[config.mk]
export PLATFORM = sky130hd
export DESIGN_NAME = image_window_fetch
export DESIGN_NICKNAME = d
export VERILOG_FILES = /design/src/rtl/image_window_fetch_pkg.sv /design/src/rtl/image_window_fetch_pad_addr_gen.sv /design/src/rtl/image_window_fetch.sv
export SDC_FILE = /design/constraint.sdc
export NUM_CORES = 1
export LEC_CHECK = 0
export ABC_AREA = 1
export BUFFER_PORTS_ARGS = -buffer_cell sky130_fd_sc_hd__buf_2
export CORE_MARGIN = 1
export CORE_UTILIZATION = 45
export CTS_BUF_LIST = sky130_fd_sc_hd__clkbuf_16
export CTS_CLUSTER_DIAMETER = 150
export DETAILED_ROUTE_END_ITERATION = 12
export PLACE_DENSITY = 0.71
export SLEW_MARGIN = 20
export SYNTH_ARGS = -nofsm -noshare
export SYNTH_HDL_FRONTEND = slang
export SYNTH_SLANG_ARGS = --single-unit
[constraint.sdc]
create_clock -name clk -period 3.2 [get_ports clk]
set_input_delay 0.64 -clock clk [delete_from_list [all_inputs] [get_ports clk]]
set_output_delay 0.64 -clock clk [all_outputs]
set_load 0.02 [all_outputs]
[src/rtl/image_window_fetch_pkg.sv]
// image_window_fetch_pkg: shared constants and FSM state type for the
// convolution window fetcher.
package image_window_fetch_pkg;

    localparam int DATAW         = 20;   // pixel width
    localparam int ADDRW         = 12;   // {row, col} image address width
    localparam int IMG_LOG2      = 6;    // log2 of the 64-pixel image side
    localparam int TAPS          = 9;    // taps per 3x3 window
    localparam int FRAME_WINDOWS = 4096; // one window per image pixel

    localparam logic [3:0]          LAST_TAP = 4'(TAPS - 1);
    localparam logic [IMG_LOG2-1:0] LAST_POS = '1;

    typedef enum logic [1:0] {
        IDLE  = 2'd0,
        FETCH = 2'd1,
        DONE  = 2'd2
    } fetchState_t;

endpackage

[src/rtl/image_window_fetch_pad_addr_gen.sv]
// pad_addr_gen: maps a window centre (y, x) and tap index t to the wrapped
// image address of that tap, and flags taps that fall outside the image.
module pad_addr_gen
    import image_window_fetch_pkg::*;
(
    input  logic [IMG_LOG2-1:0] y,
    input  logic [IMG_LOG2-1:0] x,
    input  logic [3:0]          t,
    output logic [ADDRW-1:0]    iaddr,
    output logic                pad
);

    logic signed [IMG_LOG2:0] dy;
    logic signed [IMG_LOG2:0] dx;
    logic signed [IMG_LOG2:0] r;
    logic signed [IMG_LOG2:0] c;

    // Tap offsets in raster order, then source row/column with one extra
    // sign bit; the row/column is out of range exactly when that bit is set
    // (the reachable range is -1..64).
    always_comb begin
        dy = 7'sd1;
        dx = 7'sd1;
        case (t)
            4'd0, 4'd1, 4'd2: dy = -7'sd1;
            4'd3, 4'd4, 4'd5: dy = 7'sd0;
            default:          dy = 7'sd1;
        endcase
        case (t)
            4'd0, 4'd3, 4'd6: dx = -7'sd1;
            4'd1, 4'd4, 4'd7: dx = 7'sd0;
            default:          dx = 7'sd1;
        endcase
        r     = $signed({1'b0, y}) + dy;
        c     = $signed({1'b0, x}) + dx;
        iaddr = {r[IMG_LOG2-1:0], c[IMG_LOG2-1:0]};
        pad   = r[IMG_LOG2] | c[IMG_LOG2];
    end

endmodule

[src/rtl/image_window_fetch.sv]
// image_window_fetch: on a ready/busy start handshake, walks all 3x3 windows
// of the 64x64 image, reads each tap through iaddr/idata and streams one tap
// per cycle to the MAC stage, zeroing padding taps.
//
// Optional build macro FETCH_STALL_CNT_EN adds the stall_cnt output, which
// counts FETCH cycles where a valid tap was held back by the consumer.
//
// Output stream handshake: a tap transfers on every posedge where
// pix_valid && pix_ready; while pix_valid is high and pix_ready is low the
// tap, its tag fields and iaddr are held unchanged, and pix_valid never
// drops before the transfer.
module image_window_fetch
    import image_window_fetch_pkg::*;
(
    input  logic              clk,
    input  logic              reset,
    input  logic              ready,
    input  logic [DATAW-1:0]  idata,
    input  logic              pix_ready,
    output logic              busy,
    output logic [ADDRW-1:0]  iaddr,
    output logic              pix_valid,
    output logic [DATAW-1:0]  pix_data,
    output logic [3:0]        pix_tap,
    output logic              pix_last,
    output logic [ADDRW-1:0]  win_addr,
    output logic              frame_done,
`ifdef FETCH_STALL_CNT_EN
    output logic [15:0]       stall_cnt,
`endif
    output fetchState_t       dbgState
);

    fetchState_t         state;
    fetchState_t         nextState;
    logic [IMG_LOG2-1:0] y;
    logic [IMG_LOG2-1:0] x;
    logic [3:0]          t;
    logic                issuedAll;   // final tap of the frame has been loaded
    logic                isPad;
    logic                frameStart;
    logic                adv;
    logic                finalAccept;

    pad_addr_gen u_padAddrGen (
        .y     (y),
        .x     (x),
        .t     (t),
        .iaddr (iaddr),
        .pad   (isPad)
    );

    assign frameStart  = (state == IDLE) && ready;
    assign adv         = (state == FETCH) && !issuedAll && (!pix_valid || pix_ready);
    // Once everything is issued, the slot can only hold the final tap.
    assign finalAccept = (state == FETCH) && issuedAll && pix_valid && pix_ready;

    // FSM state register.
    always_ff @(posedge clk) begin
        if (!reset) state <= IDLE;
        else        state <= nextState;
    end

    // FSM next-state logic.
    always_comb begin
        nextState = state;
        case (state)
            IDLE:    if (ready) nextState = FETCH;
            FETCH:   if (finalAccept) nextState = DONE;
            DONE:    nextState = IDLE;
            default: nextState = IDLE;
        endcase
    end

    // FSM outputs; DONE lasts exactly one cycle, giving the frame_done pulse.
    always_comb begin
        busy       = (state != IDLE);
        frame_done = (state == DONE);
        dbgState   = state;
    end

    // Window/tap counters: tap fastest, then column, then row.
    always_ff @(posedge clk) begin
        if (!reset || frameStart) begin
            y         <= '0;
            x         <= '0;
            t         <= '0;
            issuedAll <= 1'b0;
        end else if (adv) begin
            if (t == LAST_TAP) begin
                t <= 4'd0;
                x <= x + 6'd1;
                if (x == LAST_POS) y <= y + 6'd1;
            end else begin
                t <= t + 4'd1;
            end
            if (y == LAST_POS && x == LAST_POS && t == LAST_TAP) issuedAll <= 1'b1;
        end
    end

    // Output slot: load the fetched tap on advance, empty it when consumed.
    always_ff @(posedge clk) begin
        if (!reset) begin
            pix_valid <= 1'b0;
            pix_data  <= '0;
            pix_tap   <= '0;
            pix_last  <= 1'b0;
            win_addr  <= '0;
        end else if (adv) begin
            pix_valid <= 1'b1;
            pix_data  <= isPad ? '0 : idata;
            pix_tap   <= t;
            pix_last  <= (t == LAST_TAP);
            win_addr  <= {y, x};
        end else if (pix_valid && pix_ready) begin
            pix_valid <= 1'b0;
        end
    end

`ifdef FETCH_STALL_CNT_EN
    // Saturating count of consumer-stalled FETCH cycles, restarted per frame.
    always_ff @(posedge clk) begin
        if (!reset || frameStart) begin
            stall_cnt <= '0;
        end else if (state == FETCH && pix_valid && !pix_ready && stall_cnt != 16'hFFFF) begin
            stall_cnt <= stall_cnt + 16'd1;
        end
    end
`endif

endmodule

==> Word-level counts from Yosys, hierarchy flattened <==
Cells that the tools add are included.
{ "totals": {"inputBits": 24, "ff_bits": 57, "wordCells": 65, "output_inout_bits": 54} }
{ "classes": {"reduce_logical": 26, "n_addsub": 5, "muxes": 9, "n_bitwise": 1, "eq_ne": 14} }
{ "ops": {"columns": ["op", "count"], "rows": [
  ["7-bit case mux with 2 select lines", 2],
  ["20-bit 2-to-1 mux", 1],
  ["4-bit by 3-bit equality test with 1-bit output (second input constant)", 4],
  ["7-bit adder", 2],
  ["6-bit by 1-bit adder with 6-bit output (second input constant)", 2],
  ["6-bit equality test (second input constant)", 2],
  ["3-bit OR reduction", 4],
  ["1-bit logical AND", 9],
  ["4-bit by 2-bit equality test with 1-bit output (second input constant)", 2],
  ["2-bit AND reduction", 3],
  ["4-bit by 1-bit adder with 4-bit output (second input constant)", 1],
  ["4-bit by 1-bit equality test with 1-bit output (second input constant)", 1],
  ["4-bit equality test (second input constant)", 1],
  ["4-bit logical NOT", 1],
  ["2-bit 2-to-1 mux", 2],
  ["4-bit 2-to-1 mux", 1],
  ["2-bit != test (second input constant)", 2],
  ["2-bit case mux with 2 select lines", 1],
  ["2-bit nonzero test", 2],
  ["1-bit logical NOT", 3],
  ["3-bit AND reduction", 1],
  ["2-bit by 1-bit equality test with 1-bit output (second input constant)", 1],
  ["2-bit equality test (second input constant)", 1],
  ["2-bit logical NOT", 1],
  ["3 further kinds", 5]
]} }

==> Longest topological paths before layout <==
Gate-level depths: netlist of the first run.
{ "depth": {"depth_word": 6, "mapped_depth": 19, "mapped_depth_nobuf": 18} }

==> Cells and area by module <==
Synthesis of the first run repeated with hierarchy kept, for this count alone.
{ "hier_totals": {"hier_cells": 396, "area_unflattened_um2": 2964.1} }
{ "by_module_without_submodules": {"columns": ["mod", "seq_area_each_um2", "area_each_um2", "cells_each", "n_inst"], "rows": [
  ["image_window_fetch", 1141.1, 2344.7, 294, 1],
  ["pad_addr_gen", 0.0, 619.3, 102, 1]
]} }

==> Worst setup path before layout of the first run <==
Ideal clock, no wire load.
{ "synth_path": {"kind": "register -> output", "from": "register t[0]", "to": "output port iaddr[4]", "required_time_ns": 2.560, "arrival_ns": 2.143, "stages_incl_launch_ff": 14, "slack_ns": 0.417, "path_buffers": 0, "cell_sequence": "dfxtp_1 > ha_1 > o21ai_1 > nand2_2 > inv_2 > nand2_1 > ha_1 > inv_1 > fa_1 > inv_1 > nand2_1 > nand2_1 > nand2_1 > xnor2_1"} }
{ "synth_between": {"elab_chain_len": 4, "elab_cells_between_ends": 10, "cone_classes": "1 x add/sub; 5 x eq/ne; 1 x mux; 3 x reduce/logical"} }
{ "synth_rtl": {"columns": ["element", "line_no", "text"], "rows": [
  ["start, declared", "image_window_fetch.sv:38", "logic [3:0] t;"],
  ["start signal, assigned", "image_window_fetch.sv:95", "t <= t + 4'd1;"],
  ["4-bit by 1-bit equality test with 1-bit output, or another cell as far along", "image_window_fetch_pad_addr_gen.sv:29", "case (t)"],
  ["3-bit OR reduction", "image_window_fetch_pad_addr_gen.sv:29", null],
  ["7-bit case mux with 2 select lines (*)", "image_window_fetch_pad_addr_gen.sv:29", null],
  ["7-bit adder (*)", "image_window_fetch_pad_addr_gen.sv:35", "c = $signed({1'b0, x}) + dx;"],
  ["end, declared", "image_window_fetch.sv:21", "output logic [ADDRW-1:0] iaddr,"]
]} }
Every way passes the cells marked *; elsewhere a longest branch is shown, timed or not.

==> Worst setup path after layout of the first run <==
Same ends and word-level chain as after synthesis.

==> results of run 1 <==
registers in the layout (all words and copies together) (netlist names):
register   cells
dbgState       2
issuedAll      1
pix_data      20
pix_last       1
pix_tap        4
pix_valid      1
t              4
win_addr      12
x              6
y              6
what timing repair did:
| action | CTS | global route |
|---|---|---|
| pin swaps | 1 | 4 |
| setup endpoints to repair | 4 | 4 |
| resized for setup | 4 | 25 |
| setup buffers | 2 | 2 |
cell type report:
| class | count | area [um^2] |
|---|---|---|
| Fill cell | 603 | 2580 |
| Multi-Input combinational cell | 256 | 1730 |
| Sequential cell | 57 | 1150 |
| Timing Repair Buffer | 84 | 458 |
| Clock buffer | 9 | 225 |
| Inverter | 43 | 163 |
| Tap cell | 77 | 96.3 |
| Clock inverter | 6 | 52.6 |
metrics by stage:
| stage | total power [mW] | util [%] |
|---|---|---|
| after global routing | 2.11 | 60.0 |
| final | 2.04 | 60.0 |
| after CTS | 2.03 | 58.4 |
| after detailed placement | 1.13 | 53.6 |
| after global placement | 1.12 | 53.6 |
| after floorplan | 1.04 | - |
where the power goes:
part	internal, mW	switching [mW]
logic	0.125	0.238
registers	0.751	0.0213
clock network	0.585	0.314
total	1.46	0.574
routing by layer:
layer,global-route usage [%],routed length [um],share of wire (%),vias up
li1,-,-,-,1402
met1,26.2,3220,45,1266
met2,33.8,3560,49,65
met3,5.21,250,3.5,17
met4,9.09,181,2.5,0
met5,0,0,0,-
how the worst max path moves through the flow:
stage	end	start	slack (ps)
final	iaddr[4]	t[0]	130
after global routing	iaddr[4]	t[0]	-5
after CTS	iaddr[4]	t[1]	7
after detailed placement	iaddr[11]	t[0]	260
after global placement	iaddr[4]	t[0]	360
after floorplan	iaddr[4]	t[0]	420
cells by family after synthesis:
group | after synthesis | share of synthesized area, %
AND/OR/NAND/NOR | 122 | 22.0
AO/OA/AOI/OAI | 102 | 19.6
buffers and inverters | 59 | 8.86
flip-flops | 57 | 37.4
adder cells (fa/ha/maj) | 20 | 8.69
XOR/XNOR | 12 | 3.44
placed cells by master, fill, tap and decap left out, drive strengths merged:
cell,instances
nand3,39
nor2,18
clkbuf,9
xnor2,5
nand4,2
clkinvlp,1
inv,42
a211oi,2
nor3,3
xor2,7
dfxtp,57
nand3b,1
bufinv,1
clkinv,5
o21ai,44
a22o,1
ha,18
buf,84
nand2,55
or2,2
nor4,1
and3,1
a21oi,55
fa,2
tightest hold or removal path, delay by kind of cell, from the launching register on:
kind	cells	cell delay, ps
flip-flops	1	300
AND/OR/NAND/NOR	1	60
AO/OA/AOI/OAI	1	60
==> impl_metrics.ini, run 1 <==
[run_status]
outcome = finished with violations
violations = DRC

[synth]
avgSynthCellArea_um2 = 8.20
synth_area_leader_cell = dfxtp_1
ys_ff_latch = 57
yosys_most_used_dff = dfxtp_1
syn_area_um2 = 3050
synth.distinct_cells = 35
ys_seq_area_share_pct = 37.4
ys_async_sr_fraction_pct = 0
yosysTopAreaCellShare_pct = 37.4
synth_commonest_cells = 57 x dfxtp_1, 51 x nand2_1, 38 x o21ai_0
netlist_instances = 372
synthTopCellsByArea = dfxtp_1 37%, ha_1 7.4%, nand3_2 6.9%
yosys_warnings = 0
synth.most_common_cell = dfxtp_1
syn_nets = 416
synth-edff-count = 0

[finish]
stdcell_count = 532
area_delta_synth_final_pct = 27.0
finalNetCount = 495
diodes = 0
layout-drive-gt1-share_pct = 38.5
fin_area_um2 = 3870

[sta]
tightest_slew_ps = 417
finalCritPeriodShare_pct = 96.1
finalMaxSlewViolations = 0
rsz0062_at_grt = yes
worst_clock_skew_ps = 5.71
relSlewSlack_pct = 72.2
finalCriticalPeriod_ps = 3070
setup_ws_ps = 125
final.setup.tns_ps = 0
timing.fmax_mhz = 325
holdWs_ps = 467
report.final.hold_viol_count = 0
setup_violations = 0

[critical_path]
max_stage_delay_ps = 370
cp.arrival_ps = 2430
r2r_end = pix_data[9]
cp_common_cell = nand2_1
cp.buffers_inverters = 5
endpoint_kind = primary output
worst_path_max_delay_cell = dfxtp_4
critical_path_class = reg -> out
regToRegSetupSlack_ps = 550
r2r-start = t[0]
worstPathRequired_ps = 2560
crit_family = adder cells
cp_max_fo = 6
path_cells = inv_2 > ha_2 > nand2_2 > nand2_4 > inv_2 > nand2_1 > ha_2 > inv_1 > fa_2 > inv_1 > nand2_1 > nand2_1 > nand2_1 > xnor2_1 > buf_4
cp.depth = 15
r2r_cells = 13
start_kind = flop

[placed_design]
place_inst = 513
routabilityCongestion = 0.838
post_dp_cell_area_um2 = 3460
dp_hpwl_mm = 4.92
dp_slack_ps = 259
port_buffers = 77

[worst_hold_path]
whs_endpoint = pix_tap[2]
hold_depth = 2
hold_class = reg -> reg
hold_start = pix_tap[2]

[die]
die_h_um = 84.4
initial_utilization_pct = 47.2
die_w_um = 84.4
num_io_pins = 78
die_area_um2 = 7110
coreArea_um2 = 6460
rows = 29

[clocking]
cts_buffer_depth = 2
cts_tree = built
cts.clk_slew.worst_paths_ps = 50
cts_buffers = 9
post_cts_hold_buffer_count = 0
cts-htree-levels = 3
clk_latency_ps = 320
cts-root-buf = clkbuf_16
cts.sink_count = 57

[power_and_ir_drop]
powerDensity_nw_per_um2 = 525
irDropWorstVdd_mv = 0.256
leakagePower_nw = 1.64

[drt]
vias = 2750
wire_per_inst_um = 13.6
routed_wl_mm = 7.21
viasPerCell = 5.17
ant_nets = 0
drc = 2
drt-initial-drc-count = 124
dr.pass1.iters = 10

[global_routing]
grtUsageTotal_pct = 20.8
grt_pass1_wl_mm = 11.7
grt_max_degree = 61
overflow = 0
antenna_found_initial = 0
grt_pass1_vias = 2527

[job]
drv_cap = 0
Power figures use the tool's default switching activity.
==> run 2: changes to the inputs <==
--- a/config.mk
+++ b/config.mk
@@ -12,6 +12,7 @@
 export CTS_BUF_LIST = sky130_fd_sc_hd__clkbuf_16
 export CTS_CLUSTER_DIAMETER = 150
 export DETAILED_ROUTE_END_ITERATION = 12
+export GPL_TIMING_DRIVEN = 0
 export PLACE_DENSITY = 0.71
 export SLEW_MARGIN = 20
 export SYNTH_ARGS = -nofsm -noshare
==> constraint.sdc (replaced) <==
create_clock -name clk -period 3.2 [get_ports clk]
set_input_delay 0.16 -clock clk [delete_from_list [all_inputs] [get_ports clk]]
set_output_delay 0.16 -clock clk [all_outputs]
set_load 0.02 [all_outputs]
==> run 2 against run 1 <==
  * Combinational power about the same
  * Register-to-register slack got worse by 240 ps
  * The run still ends with DRC left
  * Global-route usage up 1.0 points
  * Design area is 1.1% lower
  * Sequential power about the same
  * Critical endpoint is now iaddr[10]
  * First-iteration DRC count is 5.6% higher
  * Routed wire length is 0.72% higher
  * Total power is 3.6% higher
  * Utilization shrank 0.66 points
==> impl_metrics.ini, run 2 (synthesized netlist as in run 1, its figures left out) <==
[run_status]
outcome = finished with violations
violations = DRC

[power_and_ir_drop]
clockPowerShare_pct = 46.1
p_switching_mw = 0.569
irDropWorstVdd_mv = 0.299
combPwrFrac_pct = 17.3
leakagePower_nw = 1.66
finalPower_mw = 2.11
swShare_pct = 27.0
internal-power_mw = 1.54
powerDensity_nw_per_um2 = 550
seqPwrFrac_pct = 36.6

[placed_design]
dp_hpwl_mm = 5.41
routabilityCongestion = 0.820
post_dp_cell_area_um2 = 3530
port_buffers = 76

[critical_path]
start_kind = flop
critical_path_class = reg -> out
cp_max_fo = 6
endpoint_kind = primary output
cp.arrival_ps = 2740
worstPathRequired_ps = 3040

[finish]
area_delta_synth_final_pct = 25.6
multiInputGateArea_um2 = 1640
finalNetCount = 503
largest-register = pix_data
largestRegisters = pix_data x20, win_addr x12
fillers = 582
regArea_um2 = 1140
mostFrequentLayoutCell = buf_2
diodes = 0
layout-drive-gt1-share_pct = 34.1
final_cell_mix = 81 x buf_2, 57 x dfxtp_1, 51 x nand2_1
fin_area_um2 = 3830
largest_reg_flops = 20

[clocking]
cts-htree-levels = 3
clk_latency_ps = 330
cts.clk_slew.worst_paths_ps = 50
cts_tree = built
cts-root-buf = clkbuf_16
cts_buffers = 9
cts.sink_count = 57
cts_buffer_depth = 2
postCtsSetupRepairBufs = 0

[sta]
setup_violations = 0
finalMaxSlewViolations = 0
finalCritPeriodShare_pct = 90.7
tightest_slew_ps = 450
final.setup.tns_ps = 0
worst_clock_skew_ps = 7.27
timing.fmax_mhz = 345
rsz0062_at_grt = no
relSlewSlack_pct = 70.0
holdWs_ps = 82.5
finalCriticalPeriod_ps = 2900
report.final.hold_viol_count = 0

[die]
coreArea_um2 = 6460
die_area_um2 = 7110
die_w_um = 84.4
die_h_um = 84.4
num_io_pins = 78
rows = 29
initial_utilization_pct = 47.2

[drt]
routed_wl_mm = 7.26
vias = 2810
drt-initial-drc-count = 131
ant_nets = 0
viasPerCell = 5.20
wire_per_inst_um = 13.5
dr.pass1.iters = 8
drc = 2

[worst_hold_path]
hold_class = in -> reg

[global_routing]
grt_pass1_vias = 2650
antenna_found_initial = 0
grt_pass1_wl_mm = 12.2
overflow = 0
grtUsageTotal_pct = 21.8
grt_max_degree = 11

[job]
drv_cap = 0
-- run 2: cell types whose count changed in the layout (fill, tap and decap cells not counted), moves of 3 or more --
cell / change
ha_1: +8
buf_2: +7
buf_4: -7
clkbuf_1: +6
ha_2: -4
ha_4: -4
dfxtp_1: +3
-- run 2: power by group through the flow --
stage	clock [mW]	sequential, mW	combinational (mW)
6_report	0.972	0.773	0.364
5_1_grt	1.03	0.777	0.397
4_1_cts	0.982	0.772	0.366
3_5_place_dp	0	0.786	0.363
3_3_place_gp	0	0.785	0.356
2_1_floorplan	0	0.832	0.205
-- run 2: cell type report --
cell class,count,share of cell area [%]
Timing Repair Buffer,76,9.92
Tap cell,77,2.51
Inverter,43,4.24
Clock buffer,9,5.88
Sequential cell,57,29.8
Multi-Input combinational cell,256,42.8
Clock inverter,6,1.99
Buffer,16,2.87
-- run 2: path summary, 6_finish.rpt --
kind	startpoint	endpoint	slack, ps	cells after the start
worst max-delay path	t[0]	iaddr[10]	300	13
worst min-delay path	idata[16]	pix_data[16]	80	3
worst max register to register	t[0]	pix_data[10]	310	16
worst min register to register	pix_last	pix_last	460	2
-- run 2: metrics by stage --
stage	instances	util [%]	worst slack, ps
global placement	525	54.6	360
floorplan	372	-	722
detailed placement	525	54.6	268
CTS	540	59.3	239
finish	540	59.3	299
global route	540	59.3	56.3
-- run 2: critical path: stages (launching register included) --
cell and delay (ps):
dfxtp_1 430, inv_1 100, ha_1 250, inv_1 70, nand2_1 70, o21ai_2 210, nand2_1 120, ha_1 220
fa_1 400, nand2_1 90, nand3_1 80, nand2_1 80, xnor2_1 110, buf_2 180
-- run 2: metal layers --
metal  share of wire (%)  GRT usage, %  routed length, um
met5                   0             0                  0
met4                 3.2          10.5                233
met3                 4.1          5.90                295
met2                  47          35.2               3440
met1                  45          27.0               3290
-- run 2: what timing repair did --
item	CTS	global route
hold buffers	0	0
resized for setup	0	1
setup endpoints to repair	0	1
endpoints found under the hold margin	0	0
